--- config.mk ---
export PLATFORM = sky130hd
export DESIGN_NAME = weight_mac_unit
export DESIGN_NICKNAME = d
export VERILOG_FILES = /design/src/rtl/weight_mac_unit.sv
export SDC_FILE = /design/constraint.sdc
export NUM_CORES = 1
export LEC_CHECK = 0
export ABC_AREA = 1
export CORE_UTILIZATION = 44
export CTS_BUF_LIST = sky130_fd_sc_hd__clkbuf_4
export DETAILED_ROUTE_END_ITERATION = 12
export DONT_BUFFER_PORTS = 1
export SLEW_MARGIN = 20
export SYNTH_ARGS = -nofsm -noshare
export SYNTH_HDL_FRONTEND = slang
export SYNTH_SLANG_ARGS = --single-unit
--- constraint.sdc ---
create_clock -name clk -period 7.1 [get_ports clk]
set_input_delay 1.42 -clock clk [delete_from_list [all_inputs] [get_ports clk]]
set_output_delay 1.42 -clock clk [all_outputs]
set_load 0.005 [all_outputs]
--- src/rtl/weight_mac_unit.sv ---
// Fetches a signed weight by index, multiplies it by an unsigned pixel and accumulates into acc.
// Latency: FETCH, MEM_LAT wait cycles, MAC; acc changes on the edge that ends the MAC state.
// Backpressure: none; a start while busy is dropped and flagged as a sticky overrun.
module weight_mac_unit #(
    parameter int IDX_W   = 13,
    parameter int W_W     = 16,
    parameter int PIX_W   = 8,
    parameter int ACC_W   = 32,
    parameter int MEM_LAT = 2
) (
    input  logic             clk,
    input  logic             reset_n,
    input  logic [IDX_W-1:0] weight_index,
    input  logic [1:0]       address,
    input  logic             chipselect,
    input  logic             write_n,
    input  logic [31:0]      writedata,
    output logic [31:0]      readdata,
    output logic [IDX_W-1:0] mem_address,
    output logic             mem_read,
    input  logic [W_W-1:0]   mem_readdata
);

    localparam int LAT_W  = (MEM_LAT > 1) ? $clog2(MEM_LAT) : 1;
    localparam int PROD_W = W_W + PIX_W + 1;

    typedef enum logic [1:0] {
        S_IDLE  = 2'd0,
        S_FETCH = 2'd1,
        S_WAIT  = 2'd2,
        S_MAC   = 2'd3
    } state_t;

    state_t                   state;
    logic [LAT_W-1:0]         lat_cnt;
    logic [PIX_W-1:0]         pixel_q;
    logic signed [W_W-1:0]    w_q;
    logic [ACC_W-1:0]         acc;
    logic [15:0]              mac_count;
    logic                     done;
    logic                     overrun;

    logic                     wr;
    logic                     start;
    logic                     clear;
    logic                     busy;
    logic signed [PROD_W-1:0] prod;
    logic [ACC_W-1:0]         prod_ext;
    logic                     unused_wdata;

    assign wr    = chipselect & ~write_n;
    assign start = wr && (address == 2'd1);
    assign clear = wr && (address == 2'd3);
    assign busy  = (state != S_IDLE);

    // Pixel gets a zero MSB so the multiply stays signed without reinterpreting it.
    assign prod     = w_q * $signed({1'b0, pixel_q});
    assign prod_ext = {{(ACC_W-PROD_W){prod[PROD_W-1]}}, prod};

    assign unused_wdata = ^writedata[31:PIX_W];

    always_comb begin
        readdata = 32'd0;
        case (address)
            2'd0:    readdata = 32'(acc);
            2'd2:    readdata = {29'd0, overrun, done, busy};
            2'd3:    readdata = {16'd0, mac_count};
            default: readdata = 32'd0;
        endcase
    end

    always_ff @(posedge clk or negedge reset_n) begin
        if (!reset_n) begin
            state       <= S_IDLE;
            lat_cnt     <= '0;
            pixel_q     <= '0;
            w_q         <= '0;
            acc         <= '0;
            mac_count   <= '0;
            done        <= 1'b0;
            overrun     <= 1'b0;
            mem_read    <= 1'b0;
            mem_address <= '0;
        end else begin
            mem_read <= 1'b0;
            case (state)
                S_IDLE: begin
                    if (start) begin
                        state       <= S_FETCH;
                        pixel_q     <= writedata[PIX_W-1:0];
                        mem_address <= weight_index;
                        mem_read    <= 1'b1;
                        done        <= 1'b0;
                    end
                end
                S_FETCH: begin
                    state   <= S_WAIT;
                    lat_cnt <= LAT_W'(MEM_LAT - 1);
                end
                S_WAIT: begin
                    if (lat_cnt == '0) begin
                        w_q   <= $signed(mem_readdata);
                        state <= S_MAC;
                    end else begin
                        lat_cnt <= lat_cnt - LAT_W'(1);
                    end
                end
                S_MAC: begin
                    acc       <= acc + prod_ext;
                    mac_count <= mac_count + 16'd1;
                    done      <= 1'b1;
                    state     <= S_IDLE;
                end
                default: state <= S_IDLE;
            endcase

            if (start && busy) begin
                overrun <= 1'b1;
            end

            // Clear overrides any update made above in the same cycle, including MAC.
            if (clear) begin
                acc       <= '0;
                mac_count <= '0;
                done      <= 1'b0;
                overrun   <= 1'b0;
            end
        end
    end

endmodule
==> metrics.txt, run 1 <==
DR pass1 iterations 5; FF-to-FF path depth 25; hold path cells 2; Distinct cells, synth 38; pin count of the biggest net entering global routing 92; normalized max-slew margin 29.1%; crit-path max FO 17; metal3 WL 1070 µm; RSZ-0062 raised after global routing no; Data required, critical path 7520 ps; Post-synth EDFFs 0; global-route wire length before repair 43900 µm; CORE AREA 23800 µm²; cell family with most CP delay adder cells; htree depth 3; Routed WL 25700 µm; footprint of the multi-input gates 6950 µm²; Crit path buffers/inverters 5; Final Instance Area 11100 µm²; GRT Total Usage 22.3%; fin crit period 6420 ps; count leader, synth nand2_1; clock latency on the worst-skew pair 500 ps; I/O pin count 113; largest area contributor in the netlist dfrtp_1; most frequent cells after synthesis nand2_1 (391), inv_1 (355), fa_1 (103); wire length on met1 12200 µm; Synth Flop Type dfrtp_1; final setup violating endpoints 0; vias in the first global route 8881; Final Hold Viols 0; die extent in y 158 µm; Slowest-stage cell, CP fa_1; WL/cell 14.4 µm; register area share after synthesis 21.2%; die width 158 µm; Max stage delay on crit path 650 ps; Worst-path clk slew 190 ps; setup bufs post-CTS 0; share of synthesized registers carrying an async set or reset 100%; row cnt 56; Syn Area/Cell 7.20 µm²; Fin Setup TNS 0 ps; share of layout cells above drive strength 1 3.27%; WP depth 25; Port Buffer Count 0; Fill cells 2432; Initial Util 45.3%; Mapped Area 10800 µm²; via/cell ratio 4.97; CP Class reg2reg; CTS max path bufs 2; critical path capture point type flop; Synth area leaders dfrtp_1 (21%), fa_1 (19%), nand2_1 (14%), inv_1 (12%), ha_1 (9.9%); ANT nets after route 0; Register Area 2280 µm²; Net Count, Synth 1750; DRC Markers 0; clk sinks 91; hold buffers post-CTS 0; Clock Tree Root clkbuf_4; Top Layer Used met4; Seq cells post-synth 91; Max Freq 0.156 GHz; hpwl dp 20600 µm; CTS resizes 0; initial antenna violation count 1; max_cap viols 0; top-area cell type share of the netlist area 21.2%; vias after detailed routing 8876; routability congestion estimate 0.901; CTS tree built; status complete, no violations; Worst EP arrival 6840 ps; Mapped Cells 1495; Worst setup SP type flop; P&R area growth vs syn 3.60%; Final Util 46.9%; final worst path period share 90.4%; number of CTS-inserted buffers 9; GRT overflow 0; Max Slew Vio Count 0; violation count after the first detailed-route iteration 536; DIE AREA 25100 µm²; met2 wire length 12100 µm; Post-DP Area 11000 µm²; type of the most critical hold path reg2reg; clock skew 24.6 ps; nets 1717; Tightest Pin Transition 1060 ps; Synth Warn # 0
[state kept, by name (all words and copies together) (netlist names), 2 cells and up]
signal,cells
mem_address,13
mac_count,16
acc,32
w_q,16
state,2
pixel_q,8
[through the flow]
step	worst slack [ps]	instances	hold WS, ps
finish	684	1787	520
global route	74.2	1787	545
CTS	589	1786	527
detailed placement	669	1770	491
global placement	757	1770	478
floorplan	1400	1495	465
[path summary, 6_finish.rpt]
path / start / endpoint / slack [ps]
worst max-delay path: pixel_q[2]$_DFFE_PN0P_ / acc[26]$_DFFE_PN0P_ / 680
worst min-delay path: mem_address[9]$_DFFE_PN0P_ / mem_address[9]$_DFFE_PN0P_ / 520
worst max register to register: pixel_q[2]$_DFFE_PN0P_ / acc[26]$_DFFE_PN0P_ / 680
worst min register to register: mem_address[9]$_DFFE_PN0P_ / mem_address[9]$_DFFE_PN0P_ / 520
max in group asynchronous: reset_n / w_q[14]$_DFFE_PN0P_ / 6340
min in group asynchronous: reset_n / mac_count[8]$_DFFE_PN0P_ / 590
[logic make-up after synthesis]
kind of cell / after synthesis / synth area share, %
mux: 16 / 1.67
xor+xnor: 21 / 1.71
flops: 91 / 21.2
simple gates: 577 / 21.9
fa+ha+maj: 188 / 29.0
compound gates: 197 / 10.3
buf+inv: 405 / 14.2
[cell usage in the layout (no fill, tap or decap), drive strengths merged, types with 2 or more instances in the layout]
cell      synthesis  final
clkinvlp          0      2
a21boi            7      7
fa              103    103
a21oi            72     72
o22ai            26     26
o211ai            2      2
nor4              4      4
mux2             16     16
o221ai            3      3
xor2             12     12
and2              3      3
clkbuf           38     10
o21ai            70     70
inv             357    359
nand2           391    391
a21o              5      5
buf              10      4
nand3            58     58
ha               85     85
a31oi             2      2
o21bai            6      6
nand3b            4      4
xnor2             9      9
dfrtp            91     91
nand4            10     10
nor2             96     96
o21a              2      2
nor3             10     10
[per-layer routing]
layer,GRT usage (%),up-vias
met1,30.3,4157
met2,38.4,209
met5,0,-
met4,3.94,0
met3,2.56,22
li1,-,4488
[area by class of cell]
cell class                      count  area share (%)
Timing Repair Buffer                4           0.269
Inverter                          357            12.0
Clock buffer                       10           0.673
Clock inverter                      6           0.662
Tap cell                          319            3.58
Multi-Input combinational cell    999            62.3
Sequential cell                    91            20.4
Antenna cell                        1          0.0224
[worst min-delay path: stages, from the launching register on]
cell	delay, ps
dfrtp_1	400
nand2_1	60
nand2_1	50
Power of run 1 is left out: the tool's default activity adds up to more than one toggle a clock period on the data nets, which glitch-free logic cannot reach.
==> run 2: changes to the inputs <==
--- a/constraint.sdc
+++ b/constraint.sdc
@@ -3,2 +3,2 @@
 set_output_delay 1.42 -clock clk [all_outputs]
-set_load 0.005 [all_outputs]
+set_load 0.01 [all_outputs]
==> results of run 2 <==
Same layout as run 1 (identical final DEF). Status: complete, no violations.
Among the figures that moved: hold slack 520 ps -> 537 ps; end point of the worst hold path mem_address[9]$_DFFE_PN0P_ -> overrun$_DFFE_PN0P_
Power of run 2 is left out for the same reason.
